$ cat src/rtl/reg_dump_reader.sv
// rtl/reg_dump_reader.sv - walks a register-file address range and streams {addr, data} words
//
// Ports:
//   clk, rst_n        clock, asynchronous active-low reset
//   start             dump request, sampled only while idle
//   first_addr        first register of the range, latched with start
//   last_addr         last register of the range (inclusive), latched with start
//   rf_addr           registered register-file read address
//   rf_data           combinational register-file read data for rf_addr
//   out_valid/ready   output word handshake
//   out_addr/out_data register index and contents of the current word
//   busy              high while words are being loaded or sent
//   done              one-cycle pulse when the dump completes
module reg_dump_reader #(
    parameter int REG_WIDTH      = 32,
    parameter int REG_ADDR_WIDTH = 5,
    parameter int NUM_OF_REGS    = 32
) (
    input  logic                      clk,
    input  logic                      rst_n,
    input  logic                      start,
    input  logic [REG_ADDR_WIDTH-1:0] first_addr,
    input  logic [REG_ADDR_WIDTH-1:0] last_addr,
    output logic [REG_ADDR_WIDTH-1:0] rf_addr,
    input  logic [REG_WIDTH-1:0]      rf_data,
    output logic                      out_valid,
    input  logic                      out_ready,
    output logic [REG_ADDR_WIDTH-1:0] out_addr,
    output logic [REG_WIDTH-1:0]      out_data,
    output logic                      busy,
    output logic                      done
);

    localparam logic [REG_ADDR_WIDTH-1:0] LP_MAX_ADDR = REG_ADDR_WIDTH'(NUM_OF_REGS - 1);

    typedef enum logic [1:0] {
        S_IDLE,
        S_LOAD,
        S_SEND,
        S_DONE
    } state_t;

    state_t                    r_state;
    state_t                    w_next_state;
    logic [REG_ADDR_WIDTH-1:0] r_cur_addr;
    logic [REG_ADDR_WIDTH-1:0] r_end_addr;
    logic [REG_ADDR_WIDTH-1:0] r_rf_addr;
    logic [REG_ADDR_WIDTH-1:0] r_out_addr;
    logic [REG_WIDTH-1:0]      r_out_data;
    logic                      r_out_valid;

    logic                      w_accept;
    logic                      w_last;
    logic [REG_ADDR_WIDTH-1:0] w_next_addr;

    assign w_accept    = r_out_valid & out_ready;
    // Also stopping at the top register keeps the walk from wrapping to 0
    // even if a range ending beyond the register file were requested.
    assign w_last      = (r_cur_addr == r_end_addr) || (r_cur_addr == LP_MAX_ADDR);
    assign w_next_addr = r_cur_addr + 1'b1;

    always_ff @(posedge clk or negedge rst_n) begin
        if (!rst_n) begin
            r_state <= S_IDLE;
        end else begin
            r_state <= w_next_state;
        end
    end

    always_comb begin
        w_next_state = r_state;
        case (r_state)
            S_IDLE: begin
                if (start) begin
                    w_next_state = (last_addr >= first_addr) ? S_LOAD : S_DONE;
                end
            end
            S_LOAD: w_next_state = S_SEND;
            S_SEND: begin
                if (w_accept) begin
                    w_next_state = w_last ? S_DONE : S_LOAD;
                end
            end
            S_DONE: w_next_state = S_IDLE;
            default: w_next_state = S_IDLE;
        endcase
    end

    // rf_addr is updated one cycle ahead of LOAD so rf_data has settled
    // by the time it is captured.
    always_ff @(posedge clk or negedge rst_n) begin
        if (!rst_n) begin
            r_cur_addr  <= '0;
            r_end_addr  <= '0;
            r_rf_addr   <= '0;
            r_out_addr  <= '0;
            r_out_data  <= '0;
            r_out_valid <= 1'b0;
        end else begin
            case (r_state)
                S_IDLE: begin
                    if (start) begin
                        r_cur_addr <= first_addr;
                        r_end_addr <= last_addr;
                        r_rf_addr  <= first_addr;
                    end
                end
                S_LOAD: begin
                    r_out_data  <= rf_data;
                    r_out_addr  <= r_cur_addr;
                    r_out_valid <= 1'b1;
                end
                S_SEND: begin
                    if (w_accept) begin
                        r_out_valid <= 1'b0;
                        if (!w_last) begin
                            r_cur_addr <= w_next_addr;
                            r_rf_addr  <= w_next_addr;
                        end
                    end
                end
                default: ;
            endcase
        end
    end

    assign rf_addr   = r_rf_addr;
    assign out_addr  = r_out_addr;
    assign out_data  = r_out_data;
    assign out_valid = r_out_valid;
    assign busy      = (r_state == S_LOAD) || (r_state == S_SEND);
    assign done      = (r_state == S_DONE);

endmodule
$ cat config.mk
export PLATFORM = sky130hd
export DESIGN_NAME = reg_dump_reader
export DESIGN_NICKNAME = d
export VERILOG_FILES = /design/src/rtl/reg_dump_reader.sv
export SDC_FILE = /design/constraint.sdc
export NUM_CORES = 1
export LEC_CHECK = 0
export ABC_AREA = 1
export ABC_CLOCK_PERIOD_IN_PS = 1600
export BUFFER_PORTS_ARGS = -buffer_cell sky130_fd_sc_hd__buf_2
export CAP_MARGIN = 10
export CORE_MARGIN = 3
export CORE_UTILIZATION = 48
export CTS_CLUSTER_DIAMETER = 30
export CTS_CLUSTER_SIZE = 20
export DETAILED_ROUTE_END_ITERATION = 6
export PLACE_DENSITY = 0.79
export SYNTH_ARGS = -nofsm -noshare
export SYNTH_HDL_FRONTEND = slang
export SYNTH_SLANG_ARGS = --single-unit
$ cat constraint.sdc
create_clock -name clk -period 1.6 [get_ports clk]
set_input_delay 0.08 -clock clk [delete_from_list [all_inputs] [get_ports clk]]
set_output_delay 0.08 -clock clk [all_outputs]
set_load 0.01 [all_outputs]
==> results.yml <==
status:
  status: "finished, final reports clean"
clock_network:
  ctsRootBufferMaster: "clkbuf_8"
  clock-sinks: 50
  cts_max_level: 2
  clk_latency_ns: 0.29
  cts_tree: "built"
  path_clk_slew_ns: 0.09
  cts_made_buffers: 5
  cts_buffer_depth: 2
timing:
  setup_ws_ns: 0.141
  fin_crit_sh_pct: 91.2
  hold_ws_ns: 0.0148
  worstMarginPinSlew_ns: 0.546
  relSlewSlack_pct: 63.6
  post-route-min-period_ns: 1.46
  setup_viol: 0
  hold_viol: 0
  final-max-slew-violation-count: 0
  max_freq_mhz: 685
  skew_ns: 0.00560
place:
  gp_congestion: 0.798
  place_hpwl_um: 3870
  port_buffers: 90
  dp_worst_setup_slack_ns: 0.0900
global_routing:
  grt_busiest_layer: "met2"
  track_usage_pct: 17.8
  grt_pass1_wl_um: 7590
  grt_max_degree: 27
  use_met3_pct: 5.74
  grt_pass1_vias: 1695
  use_met2_pct: 30.4
  met1_usage_pct: 22.3
  grt_overflow_total: 0
  antenna_found_initial: 0
pwr:
  p_per_area_mw_per_mm2: 2020
  switching_share_pct: 38.0
  vdd_drop_max_mv: 0.727
  intPower_uw: 3730
  p_leak_uw: 0.00155
  p_clk_share_pct: 11.3
  p_seq_share_pct: 37.8
  switching_power_uw: 2290
  pwr-share-comb_pct: 50.9
route:
  drtAntennaViolNets: 0
  drt-initial-drc-count: 96
  via_per_inst: 4.95
  drt_wl_total_um: 4870
  drtPass1Iterations: 4
  post_drt_wl_per_cell_um: 13.4
  num_vias: 1791
  drcViolationCount: 0
worst_setup_path:
  cp.arrival_ns: 1.63
  worst-r2r-setup-slack_ns: 0.14
  crit_required_ns: 1.77
  crit_path_end_kind: "flip-flop"
  setup.worst_path.start_class: "flip-flop"
  cp_max_fo: 8
  path_class: "reg -> reg"
  r2r-start: "rf_addr[0]"
  critical_path.startpoint: "rf_addr[0]"
yosys:
  synthArstFlopShare_pct: 100
  yosys_warnings: 0
  synth_cell_types: 22
  synthesis.nets: 264
  synth-seq-cells: 50
  synth_edf_count: 0
  netlist_area_mm2: 0.00227
  seq_area_frac_synth_pct: 55.2
  synth_ff_type: "dfrtp_1"
  avgSynthCellArea_um2: 11.0
  syn_inst: 207
flow_run:
  maxCapViolCount: 0
cells_and_area:
  drive_gt1_share_pct: 47.7
  layout_common_cells: "90 x buf_2, 50 x dfrtp_1, 34 x nand2_1, 34 x mux2_2, 18 x inv_1"
  n_antenna_cell: 0
  nets: 367
  areaGrowthSynthToFinish_pct: 31.0
  final_common_cell: "buf_2"
hold_path:
  worstHoldStart: "rf_data[12]"
  hold_class: "in -> reg"
floorplan:
  die_h_um: 74.7
  die_area_mm2: 0.00558
  start_util_pct: 51.0
  row_count: 24
  die_w_um: 74.7
  ios: 91
  coreArea_mm2: 0.00444
-- state kept, by name, indices dropped and copies added, names as in the netlist --
signal,cells
out_addr,5
out_data,32
out_valid,1
r_end_addr,5
r_state,2
rf_addr,5
-- final timing paths --
check	cells after the start	to
hold / removal	2	out_data[12]
setup reg to reg	10	rf_addr[4]
min in group asynchronous	2	out_data[11]
hold reg to reg	1	out_data[31]
max in group asynchronous	3	out_addr[1]
setup / recovery	10	rf_addr[4]
-- cell type report --
| cell class | instances | area, µm² |
|---|---|---|
| fill | 354 | 1470 |
| sequential | 50 | 1250 |
| multi-input combinational | 131 | 930 |
| timing repair buffer | 101 | 566 |
| inverter | 21 | 78.8 |
| clock buffer | 6 | 72.6 |
| tap | 52 | 65.1 |
| clock inverter | 1 | 7.51 |
-- worst max-delay path: stages, from the launching register on --
cell and delay, ns:
dfrtp_1 0.39, ha_1 0.22, nand2_2 0.07, nor2_1 0.05
ha_1 0.18, inv_1 0.05, nand2_1 0.06, nand2_2 0.11
nand2_4 0.09, nand2_1 0.06, o21ai_0 0.07
-- through the flow --
stage / TNS (ns) / utilization, % / total power [µW] / cells / area (µm²)
final: 0 / 66.8 / 6010 / 362 / 2970
after global routing: -0.00160 / 66.8 / 6530 / 362 / 2970
after CTS: 0 / 66.1 / 6030 / 360 / 2940
after detailed placement: 0 / 63.9 / 5340 / 351 / 2840
after global placement: 0 / 63.9 / 5220 / 351 / 2840
after floorplan: 0 / - / 4160 / 207 / 2270
-- per-layer routing --
metal | part of all wire [%] | vias up
met1 | 42 | 818
met4 | 0.21 | 0
li1 | - | 894
met5 | 0 | -
met2 | 49 | 77
met3 | 8.9 | 2
-- cells by family after synthesis --
family          Yosys count  synth area share [%]
fa+ha+maj                11                  6.07
mux                      34                  16.9
simple gates             60                  11.0
buf+inv                  26                  4.53
xor+xnor                  2                 0.773
compound gates           24                  5.57
flops                    50                  55.2
-- power by group through the flow --
stage          combinational (µW)  clock (µW)  sequential (µW)
2_1_floorplan                1580           0             2570
3_3_place_gp                 2950           0             2270
3_5_place_dp                 3040           0             2310
4_1_cts                      3040         705             2280
5_1_grt                      3420         755             2360
6_report                     3060         679             2270
-- synth_stat cells (2+ instances only) --
cell type | n | area, µm²
o21ai_1 | 2 | 10.0
nor2_1 | 14 | 52.6
mux2_2 | 34 | 383
inv_2 | 2 | 7.51
o21ai_0 | 11 | 55.1
nand3_1 | 6 | 30.0
a21oi_1 | 9 | 45.0
ha_1 | 11 | 138
buf_2 | 4 | 20.0
inv_1 | 19 | 71.3
dfrtp_1 | 50 | 1250
nand2_1 | 35 | 131
-- timing repair --
action	in CTS	in global routing
buffers inserted	0	1
endpoints found under the hold margin	25	1
endpoints found under the setup margin	0	6
hold buffers	2	1
resized for setup	0	4
Power figures use the tool's default switching activity.
